## src/rtl/sipo_sr.sv

```systemverilog
// -----------------------------------------------------------------------------
// sipo_sr -- serial-in / parallel-out shift register with word framing.
//
// Shifts one serial bit into a WIDTH-bit register on every rising clk edge
// (no enable). A bit counter frames the stream into WIDTH-bit words, and a
// registered one-cycle word_valid pulse marks the cycle in which q holds a
// complete fresh word.
//
// Parameters
//   WIDTH     : number of shift stages / width of q (legal range 2..32)
//   MSB_FIRST : 1 = new bit enters q[0] and moves toward q[WIDTH-1]
//               0 = new bit enters q[WIDTH-1] and moves toward q[0]
//
// Ports
//   clk        in   rising-edge clock
//   reset      in   asynchronous active-low reset (0 = reset asserted)
//   data_in    in   serial data bit, sampled every edge
//   q          out  parallel register contents (flop outputs)
//   word_valid out  one-cycle pulse after the edge completing a word
//   bit_cnt    out  bits shifted in since reset / last word boundary
// -----------------------------------------------------------------------------
module sipo_sr #(
  parameter int WIDTH     = 4,
  parameter bit MSB_FIRST = 1'b1
) (
  input  logic                         clk,
  input  logic                         reset,
  input  logic                         data_in,
  output logic [WIDTH-1:0]             q,
  output logic                         word_valid,
  output logic [$clog2(WIDTH+1)-1:0]   bit_cnt
);

  localparam int                CNT_W    = $clog2(WIDTH + 1);
  localparam logic [CNT_W-1:0]  LAST_BIT = CNT_W'(WIDTH - 1);

  logic [WIDTH-1:0] shift_q;
  logic [WIDTH-1:0] shift_d;
  logic [CNT_W-1:0] cnt_q;
  logic [CNT_W-1:0] cnt_d;
  logic             valid_q;
  logic             valid_d;
  logic             word_done_s;

  // Shift direction is fixed at elaboration; data_in is taken as-is so X/Z
  // propagates into q without filtering.
  generate
    if (MSB_FIRST) begin : g_msb_first
      assign shift_d = {shift_q[WIDTH-2:0], data_in};
    end else begin : g_lsb_first
      assign shift_d = {data_in, shift_q[WIDTH-1:1]};
    end
  endgenerate

  // The edge that shifts in the last bit of a word wraps the counter to 0
  // and raises word_valid for the following cycle.
  assign word_done_s = (cnt_q == LAST_BIT);
  assign cnt_d       = word_done_s ? {CNT_W{1'b0}} : (cnt_q + CNT_W'(1'b1));
  assign valid_d     = word_done_s;

  // Shift register: unconditional shift every edge, cleared by async reset.
  always_ff @(posedge clk or negedge reset) begin
    if (!reset) begin
      shift_q <= {WIDTH{1'b0}};
    end else begin
      shift_q <= shift_d;
    end
  end

  // Word framing: bit counter and registered word_valid pulse.
  always_ff @(posedge clk or negedge reset) begin
    if (!reset) begin
      cnt_q   <= {CNT_W{1'b0}};
      valid_q <= 1'b0;
    end else begin
      cnt_q   <= cnt_d;
      valid_q <= valid_d;
    end
  end

  assign q          = shift_q;
  assign bit_cnt    = cnt_q;
  assign word_valid = valid_q;

endmodule

```

## config.mk

```make
export PLATFORM = sky130hd
export DESIGN_NAME = sipo_sr
export DESIGN_NICKNAME = d
export VERILOG_FILES = /design/src/rtl/sipo_sr.sv
export SDC_FILE = /design/constraint.sdc
export NUM_CORES = 1
export LEC_CHECK = 0
export ABC_AREA = 1
export BUFFER_PORTS_ARGS = -buffer_cell sky130_fd_sc_hd__buf_2
export CORE_AREA = 2 2 39 41
export DETAILED_ROUTE_END_ITERATION = 8
export DIE_AREA = 0 0 41 43
export GPL_ROUTABILITY_DRIVEN = 0
export SLEW_MARGIN = 5
export SYNTH_ARGS = -nofsm -noshare
export SYNTH_HDL_FRONTEND = slang
export SYNTH_SLANG_ARGS = --single-unit
export TNS_END_PERCENT = 10
```

## constraint.sdc

```tcl
create_clock -name clk -period 1.1 [get_ports clk]
set_clock_uncertainty 0.1 [all_clocks]
set_input_delay 0.22 -clock clk [delete_from_list [all_inputs] [get_ports clk]]
set_output_delay 0.22 -clock clk [all_outputs]
set_load 0.05 [all_outputs]
```

# Word-level counts from Yosys, hierarchy flattened
# Index checks and enable logic that the tools add are counted.
totals:
  regBits: 8
  in_bits: 3
  out_inout_bits: 8
  elab_cells: 6
op_classes:
  addsub: 1
  n_eq_ne: 1
  mux: 1
op_table:
  columns: ["operator", "count"]
  rows:
  - ["adder 3 x 1 -> 3 bit (second input constant)", 1]
  - ["equality test 3 x 2 -> 1 bit (second input constant)", 1]
  - ["two-way mux 3 bit", 1]

# Depth between registers and ports, before layout
# Gate-level depths: netlist of the first run.
depth:
  word_depth: 2
  depth_mapped: 3
  mapped_depth_nobuf: 3

# Worst setup path before layout of the first run
# Ideal clock, no wire load.
synth_timing:
  kind: "reg-to-reg"
  startpoint: "register cnt_q[0], in the netlist bit_cnt[0]"
  endpoint: "register cnt_q[1], in the netlist bit_cnt[1]"
  setup_ns: 0.125
  t_arrival_ns: 1.008
  required_ns: 0.875
  slack_ns: -0.133
  stages_incl_launch_ff: 4
  n_path_buf: 0
  period_less_slack_ns: 1.233
  cell_sequence: "dfrtp_1 ha_1 inv_1 a21oi_1"
synth_between:
  elab_chain_cells: 2
  word_cells_on_any_way: 3
  cone_classes: "1 x add/sub; 1 x eq/ne; 1 x mux"
synth_rtl:
  columns: ["element", "line", "source"]
  rows:
  - ["start, declared", "39", "logic [CNT_W-1:0] cnt_q;"]
  - ["start signal, assigned", "73", "cnt_q <= {CNT_W{1'b0}};"]
  - ["start signal, assigned", "76", "cnt_q <= cnt_d;"]
  - ["adder 3 x 1 -> 3 bit / equality test 3 x 2 -> 1 bit (equally long branches)", "58, 57", null]
  - ["two-way mux 3 bit *", "58", "assign cnt_d = word_done_s ? {CNT_W{1'b0}} : (cnt_q + CNT_W'(1'b1));"]
  - ["net cnt_d[1]", "40", "logic [CNT_W-1:0] cnt_d;"]
# Mark *: on every way through the listed nets, which the timed path passes. The rest lies on a longest branch.

# Worst setup path after layout of the first run
layout_timing:
  startpoint: "register cnt_q[0], in the netlist bit_cnt[0]"
  endpoint: "output port bit_cnt[0]"
layout_lines:
  columns: ["element", "line", "source"]
  rows:
  - ["end, declared", "31", "output logic [$clog2(WIDTH+1)-1:0] bit_cnt"]
# No word-level cell between the ends.

==> results of run 1 <==
[layout make-up]
type,count,area (sq um)
Multi-Input combinational cell,5,33.8
Sequential cell,8,203
Clock buffer,4,26.3
Tap cell,16,20.0
Fill cell,141,962
Timing Repair Buffer,13,128
Inverter,3,11.3
[registers in the layout (all words and copies together), names as in the netlist]
register and count:
bit_cnt 3, q 4, word_valid 1
[logic make-up after synthesis]
family / after synthesis
simple gates: 2
fa+ha+maj: 1
compound gates: 2
buf+inv: 3
flops: 8
[timing repair]
action / 4_1_cts / 5_1_grt
buffers inserted: 1 / 0
hold buffers: 2 / 0
gates resized for setup: 16 / 1
endpoints found under the hold margin: 9 / 0
pin swaps: 1 / 1
setup endpoints to repair: 8 / 11
[through the flow]
stage / hold WS (ns) / setup slack, ns / util
2_1_floorplan: -0.176 / -0.0129 / -
3_3_place_gp: -0.0332 / 0.136 / 0.227
3_5_place_dp: -0.0291 / 0.119 / 0.227
4_1_cts: 0.228 / -0.0507 / 0.302
5_1_grt: 0.248 / -0.0651 / 0.305
6_report: 0.231 / -0.0341 / 0.305
[path summary, 6_finish.rpt]
| kind | from | to | slack [ns] |
|---|---|---|---|
| max in group asynchronous | reset | bit_cnt[0]$_DFF_PN0_ | 0.49 |
| hold reg to reg | q[2]$_DFF_PN0_ | q[3]$_DFF_PN0_ | 0.29 |
| setup reg to reg | bit_cnt[0]$_DFF_PN0_ | bit_cnt[1]$_DFF_PN0_ | -0.03 |
| setup / recovery | bit_cnt[0]$_DFF_PN0_ | bit_cnt[0] | -0.03 |
| min in group clk | q[2]$_DFF_PN0_ | q[3]$_DFF_PN0_ | 0.29 |
| hold / removal | reset | bit_cnt[2]$_DFF_PN0_ | 0.23 |
[cell usage after synthesis (all sizes together)]
cell / count
a21oi: 2
dfrtp: 8
ha: 1
inv: 3
nor2: 2
[report_power, final]
group	internal (mW)	total (mW)	switching, mW
Clock	0.138	0.231	0.0923
Combinational	0.0214	0.0578	0.0364
Sequential	0.302	0.307	0.00494
[metal layers]
layer | routed length, um | track usage | vias to the layer above
met4 | 21 | 0.0800 | 0
met5 | 0 | 0 | -
met3 | 61 | 0.0314 | 4
li1 | - | - | 86
met1 | 164 | 0.0596 | 80
met2 | 181 | 0.0781 | 13
==> flow_metrics.py, run 1 <==
metrics = {
    "drt": {
        "final_antenna_net_count": 0,
        "remaining_drc_errors": 0,
        "dr.pass1.iters": 4,
        "via_per_inst": 3.73,
        "via_count": 183,
        "wl_per_cell_um": 8.71,
        "drt_iter0_drc": 3,
        "drt-total-wl_um": 427,
    },
    "synthesis": {
        "yosys.area_share.simple": 0.0311,
        "synth_top_family_by_area": "adder cells",
        "synth_fa_ha_area_frac": 0.0518,
        "synth_cell_types": 5,
        "synthXorXnorAreaFrac": 0,
        "synth_compound_area_frac": 0.0415,
        "yosys_warnings": 0,
        "synth_top_area_share": 0.829,
        "synth_area_leader_cell": "dfrtp_1",
        "ys_ff_latch": 8,
        "muxShareOfSynthArea": 0,
        "netlist_instances": 16,
        "ys_seq_area_frac": 0.829,
        "synth_area_leaders": "dfrtp_1, ha_1, inv_1",
        "synth_nets": 20,
        "synth_area_sq_um": 241,
        "synth_area_per_cell_sq_um": 15.1,
    },
    "clocking": {
        "tritoncts": "done",
        "insertion_delay_ns": 0.25,
        "clockBufferDepth": 2,
        "numCtsBuffers": 3,
        "clkTransAtPathRegs_ns": 0.05,
        "clockRootBuffer": "clkbuf_4",
        "cts_sinks": 8,
        "htreeDepth": 1,
    },
    "placement": {
        "dp.cells": 42,
        "place_area_sq_um": 314,
        "dpl.hpwl_um": 314,
        "io_buffers": 10,
    },
    "grt": {
        "antenna_found_initial": 0,
        "grt_pass1_wl_um": 655,
        "grt_pass1_vias": 161,
        "grt_usage": 0.0618,
        "overflow": 0,
        "grt_max_degree": 9,
    },
    "run_status": {
        "violations": "setup timing",
        "status": "complete, but fails checks",
    },
    "timing": {
        "slew_viol_final": 0,
        "max_freq_mhz": 882,
        "worstMarginPinSlew_ns": 0.179,
        "hold_violations": 0,
        "rsz0062_at_grt": "yes",
        "fin_ws_ns": -0.0341,
        "slew_headroom": 0.881,
        "setup_tns_ns": -0.163,
        "setup_violations": 6,
        "period_minus_slack_ns": 1.13,
        "fin_crit_sh": 1.03,
    },
    "die": {
        "die_w_um": 41,
        "rows": 14,
        "die-area_sq_mm": 0.00176,
        "initial_core_util": 0.175,
        "core_sq_mm": 0.00138,
        "ios": 11,
        "dieHeight_um": 43,
    },
    "min_path": {
        "hp-class": "in2async",
    },
    "final_layout": {
        "diodes": 0,
        "area_growth_pct": 74.6,
        "finish.net_count": 38,
        "final_common_cell": "buf_6",
        "post-route-cell-area_sq_um": 422,
        "drive_gt1_frac": 0.515,
        "final_cell_mix": "buf_6, dfrtp_1, inv_1, clkbuf_4",
        "final_cells": 49,
    },
    "critical_path": {
        "path_cells": "buf_6",
        "cp_slowest_cell": "dfrtp_2",
        "worstPathArrival_ns": 0.81,
        "cp_max_fo": 2,
        "reg2reg_depth": 4,
        "cp.required_ns": 0.78,
        "cpPeakStageDelay_ns": 0.41,
        "cp.depth": 1,
        "crit_buf_inv": 1,
        "cp-start-kind": "register",
        "critical-path-top-delay-family": "flip-flops",
        "endpoint_kind": "output pin",
        "crit_type": "reg2out",
    },
    "pwr": {
        "ir_drop_uv": 324,
        "pwr_density_cell_mw_per_mm2": 1410,
        "p_leak_nw": 0.209,
        "power_mw": 0.596,
    },
    "job": {
        "max-cap-violations": 0,
    },
}
Note: power is estimated with default switching activity, not from simulation.
==> run 2: changes to the inputs <==
Settings changed: ABC_AREA 1 to default.
==> run 2 against run 1 <==
Register-to-register slack better by 0.03 ns. First-iteration DRC count decreased by 100%. Critical path depth unchanged. Combinational power is 0.7% higher. Sequential share of layout area fell by 3.3 points. Sequential power about the same. Via count down 6.0%. Worst setup slack lost 0.0079 ns. Critical endpoint unchanged. Non-clock buffer count increased by 2. Design area grew 7.4%. Worst hold slack better by 0.0057 ns. Routed wire length grew 17%. Largest power group unchanged. The flow still finishes with violations (setup timing).
==> flow_metrics.py, run 2 <==
metrics = {
    "run_status": {
        "status": "complete, but fails checks",
        "violations": "setup timing",
    },
    "drt": {
        "dr.pass1.iters": 1,
        "via_count": 172,
        "drt-total-wl_um": 498,
        "drt_iter0_drc": 0,
        "wl_per_cell_um": 10.6,
        "via_per_inst": 3.66,
        "final_antenna_net_count": 0,
        "remaining_drc_errors": 0,
    },
    "synthesis": {
        "synth_top_area_share": 0.808,
        "ys_seq_area_frac": 0.808,
        "synth_area_per_cell_sq_um": 19.1,
        "synth_area_leaders": "dfrtp_1, nor2b_4, ha_1",
        "synth.most_common_cell": "dfrtp_1",
        "synth_area_leader_cell": "dfrtp_1",
        "synth_nets": 17,
        "synth_ff_type": "dfrtp_1",
        "ys_ff_latch": 8,
        "yosys_warnings": 0,
        "ys_async_sr_fraction": 1.00,
        "synth-edff-count": 0,
        "synth_area_sq_um": 248,
        "netlist_instances": 13,
        "synth_cell_types": 6,
    },
    "placement": {
        "io_buffers": 10,
        "place_ws_ns": 0.106,
        "dp.cells": 39,
    },
    "die": {
        "rows": 14,
        "ios": 11,
        "core_sq_mm": 0.00138,
        "die_w_um": 41,
        "die-area_sq_mm": 0.00176,
        "initial_core_util": 0.179,
        "dieHeight_um": 43,
    },
    "critical_path": {
        "cpPeakStageDelay_ns": 0.42,
        "cp.required_ns": 0.78,
        "reg2reg_depth": 4,
        "reg2reg_to": "bit_cnt[0]$_DFF_PN0_",
        "critical_path.endpoint": "bit_cnt[0]",
        "endpoint_kind": "output pin",
        "worstSetupStartpoint": "bit_cnt[0]$_DFF_PN0_",
        "path_cells": "buf_6",
        "ff2ff_setup_slack_ns": 0,
        "r2r-start": "bit_cnt[0]$_DFF_PN0_",
        "cp_slowest_cell": "dfrtp_2",
        "worstPathArrival_ns": 0.82,
        "crit_type": "reg2out",
        "cp-start-kind": "register",
        "critical-path-top-delay-family": "flip-flops",
        "cp.depth": 1,
        "crit_buf_inv": 1,
        "cp_max_fo": 3,
    },
    "clocking": {
        "htreeDepth": 1,
        "tritoncts": "done",
        "cts_sinks": 8,
        "clockRootBuffer": "clkbuf_4",
        "clockBufferDepth": 2,
        "clkTransAtPathRegs_ns": 0.05,
        "insertion_delay_ns": 0.25,
        "numCtsBuffers": 3,
    },
    "timing": {
        "setup_tns_ns": -0.0826,
        "max_freq_mhz": 876,
        "fin_ws_ns": -0.0420,
        "slew_headroom": 0.886,
        "hold_violations": 0,
        "worstMarginPinSlew_ns": 0.171,
        "fin_crit_sh": 1.04,
        "setup_violations": 6,
        "rsz0062_at_grt": "yes",
        "period_minus_slack_ns": 1.14,
        "slew_viol_final": 0,
    },
    "pwr": {
        "p_leak_nw": 0.223,
        "power_mw": 0.578,
        "pwr_density_cell_mw_per_mm2": 1280,
        "ir_drop_uv": 413,
    },
    "grt": {
        "grt_pass1_vias": 185,
        "grt_usage": 0.0789,
        "grt_max_degree": 9,
        "grt_pass1_wl_um": 738,
        "overflow": 0,
        "antenna_found_initial": 0,
    },
    "job": {
        "max-cap-violations": 0,
    },
    "final_layout": {
        "final_cells": 47,
        "final-seq-area_sq_um": 203,
        "diodes": 0,
        "final_util": 0.327,
        "n_fill_cell": 144,
        "final_cell_mix": "buf_6, dfrtp_1, clkbuf_4, buf_4",
        "drive_gt1_frac": 0.710,
        "finish.net_count": 37,
        "area_growth_pct": 82.8,
        "multiInputGateArea_sq_um": 65.1,
        "largest_register_ffs": 4,
        "final_common_cell": "buf_6",
    },
    "min_path": {
        "hp-class": "in2async",
    },
}
## run 2: where the power goes
group	internal (mW)	switching [mW]	leakage [nW]	total, mW
Clock	0.124	0.0889	0.0138	0.213
Sequential	0.302	0.00453	0.0965	0.307
Combinational	0.0214	0.0368	0.113	0.0582
## run 2: worst min-delay path by stage
stage / to / slack (ns) / cells after the start
6_report: q[2]$_DFF_PN0_ / 0.24 / 2
5_1_grt: q[2]$_DFF_PN0_ / 0.25 / 2
4_1_cts: q[2]$_DFF_PN0_ / 0.24 / 2
3_5_place_dp: q[3]$_DFF_PN0_ / -0.03 / 1
3_3_place_gp: q[3]$_DFF_PN0_ / -0.04 / 1
2_1_floorplan: bit_cnt[0]$_DFF_PN0_ / -0.18 / 0
## run 2: logic make-up (layout without fill, tap and decap cells)
group / count (synthesis) / in the layout / share of synthesized area
buf+inv: 0 / 18 / 0
simple gates: 4 / 4 / 0.141
fa+ha+maj: 1 / 1 / 0.0505
flops: 8 / 8 / 0.808
## run 2: layout make-up
type                       instances  area share
sequential                         8       0.448
timing repair buffer              15       0.315
multi-input combinational          5       0.144
clock buffer                       3      0.0497
tap                               16      0.0442
## run 2: repair_timing
item	CTS	global route
endpoints found under the hold margin	9	0
setup endpoints to repair	8	10
hold buffers	2	0
cloned	0	0
resized for setup	16	0
buffers inserted	3	0
pin swaps	0	0
## run 2: per-layer routing
layer / vias to the layer above / track usage / share of wire
li1: 78 / - / -
met1: 79 / 0.0495 / 0.35
met2: 13 / 0.113 / 0.54
met3: 2 / 0.0628 / 0.090
met4: 0 / 0.100 / 0.018
met5: - / 0 / 0
## run 2: through the flow
step | cell area, sq um | hold slack (ns)
6_report | 453 | 0.237
5_1_grt | 453 | 0.254
4_1_cts | 453 | 0.238
3_5_place_dp | 338 | -0.0323
3_3_place_gp | 338 | -0.0428
2_1_floorplan | 268 | -0.176
==> run 3: changes to the inputs <==
Settings changed: SKIP_CTS_REPAIR_TIMING from default to 1.
==> run 3 against run 2 <==
The flow still finishes with violations (setup timing). Total power decreased by 0.13%. Critical path depth unchanged. Critical endpoint unchanged. Combinational power about the same. First-iteration DRC count unchanged. Via count decreased by 7.6%. Sequential power about the same. Cell count decreased by 6.4%. Register-to-register slack improved by 0.11 ns.
==> flow_metrics.py, run 3 (synthesized netlist as in run 2, its figures left out) <==
metrics = {
    "run_status": {
        "status": "complete, but fails checks",
        "violations": "setup timing",
    },
    "final_layout": {
        "final_common_cell": "buf_6",
        "final_cell_mix": "buf_6, dfrtp_1, clkbuf_4",
        "post-route-cell-area_sq_um": 430,
        "finish.net_count": 34,
        "final_util": 0.311,
        "diodes": 0,
        "drive_gt1_frac": 0.679,
        "largest_register_ffs": 4,
        "area_growth_pct": 73.7,
    },
    "clocking": {
        "cts_sinks": 8,
        "clkTransAtPathRegs_ns": 0.05,
        "numCtsBuffers": 3,
        "tritoncts": "done",
        "clockBufferDepth": 2,
        "htreeDepth": 1,
        "clockRootBuffer": "clkbuf_4",
        "insertion_delay_ns": 0.25,
    },
    "timing": {
        "hold_violations": 0,
        "fin_ws_ns": -0.0622,
        "worstMarginPinSlew_ns": 0.172,
        "max_freq_mhz": 860,
        "period_minus_slack_ns": 1.16,
        "slew_viol_final": 0,
        "slew_headroom": 0.886,
        "rsz0062_at_grt": "yes",
        "setup_violations": 6,
        "fin_crit_sh": 1.06,
    },
    "pwr": {
        "p_leak_nw": 0.208,
        "power_switching_share": 0.224,
        "power.internal_mw": 0.448,
        "p_clk_frac": 0.368,
        "seq_power_share": 0.531,
        "switching_power_mw": 0.129,
        "comb_power_share": 0.101,
        "power_mw": 0.577,
        "ir_drop_uv": 424,
        "pwr_density_cell_mw_per_mm2": 1340,
    },
    "drt": {
        "final_antenna_net_count": 0,
        "wl_per_cell_um": 10.4,
        "via_count": 159,
        "dr.pass1.iters": 1,
        "via_per_inst": 3.61,
        "drt-total-wl_um": 459,
        "drt_iter0_drc": 0,
        "remaining_drc_errors": 0,
    },
    "critical_path": {
        "cp.required_ns": 0.78,
        "cp_slowest_cell": "dfrtp_2",
        "cpPeakStageDelay_ns": 0.43,
        "cp_max_fo": 3,
        "path_cells": "buf_6",
        "crit_buf_inv": 1,
        "critical-path-top-delay-family": "flip-flops",
        "crit_type": "reg2out",
        "endpoint_kind": "output pin",
        "cp-start-kind": "register",
        "worstPathArrival_ns": 0.84,
    },
    "die": {
        "rows": 14,
        "die_w_um": 41,
        "die-area_sq_mm": 0.00176,
        "initial_core_util": 0.179,
        "core_sq_mm": 0.00138,
        "ios": 11,
        "dieHeight_um": 43,
    },
    "placement": {
        "place_area_sq_um": 338,
        "io_buffers": 10,
        "place_ws_ns": 0.106,
    },
    "grt": {
        "grt_pass1_wl_um": 669,
        "antenna_found_initial": 0,
        "grt_usage": 0.0729,
        "overflow": 0,
        "grt_max_degree": 9,
        "grt_pass1_vias": 164,
    },
    "min_path": {
        "hp-class": "in2async",
    },
    "job": {
        "max-cap-violations": 0,
    },
}
run 3: cell count changes in the layout (fill, tap and decap cells not counted):
cell | before | now
buf_4 | 3 | 0
run 3: per-stage QoR:
step                      hold WS, ns  TNS, ns  cells
after detailed placement      -0.0323        0     39
after CTS                      -0.303   -0.775     42
after global placement        -0.0428        0     39
final                           0.237   -0.181     44
after global routing            0.254   -0.425     44
after floorplan                -0.176  -0.0631     13
run 3: metal layers:
| layer | routed length, um | GRT usage | share of wire | up-vias |
|---|---|---|---|---|
| met1 | 170 | 0.0495 | 0.37 | 73 |
| li1 | - | - | - | 71 |
| met2 | 235 | 0.0938 | 0.51 | 13 |
| met3 | 44 | 0.0628 | 0.096 | 2 |
| met5 | 0 | 0 | 0 | - |
| met4 | 9 | 0.100 | 0.020 | 0 |
run 3: worst paths after layout:
check / slack, ns / start / cells past startpoint / to
max: -0.06 / bit_cnt[0]$_DFF_PN0_ / 1 / bit_cnt[0]
min: 0.24 / reset / 2 / q[2]$_DFF_PN0_
max reg2reg: 0.11 / bit_cnt[0]$_DFF_PN0_ / 3 / bit_cnt[0]$_DFF_PN0_
min reg2reg: 0.29 / q[1]$_DFF_PN0_ / 0 / q[2]$_DFF_PN0_
max in group asynchronous: 0.49 / reset / 2 / bit_cnt[1]$_DFF_PN0_
min in group clk: 0.29 / q[1]$_DFF_PN0_ / 0 / q[2]$_DFF_PN0_
run 3: power by group through the flow:
stage / sequential (mW) / clock [mW] / combinational (mW)
final: 0.307 / 0.213 / 0.0582
after floorplan: 0.337 / 0 / 0.0000000332
after CTS: 0.305 / 0.229 / 0.0442
after global placement: 0.310 / 0 / 0.0433
after detailed placement: 0.310 / 0 / 0.0442
after global routing: 0.307 / 0.241 / 0.0616
run 3: worst register-to-register path: stages, from the launching register on:
cell,delay [ns]
dfrtp_2,0.43
ha_4,0.17
nor2b_4,0.13
nor2_1,0.09
run 3: final cells by class:
| type | count | area (sq um) |
|---|---|---|
| clock buffer | 3 | 22.5 |
| multi-input combinational | 5 | 65.1 |
| tap | 16 | 20.0 |
| fill | 149 | 953 |
| sequential | 8 | 203 |
| timing repair buffer | 12 | 120 |
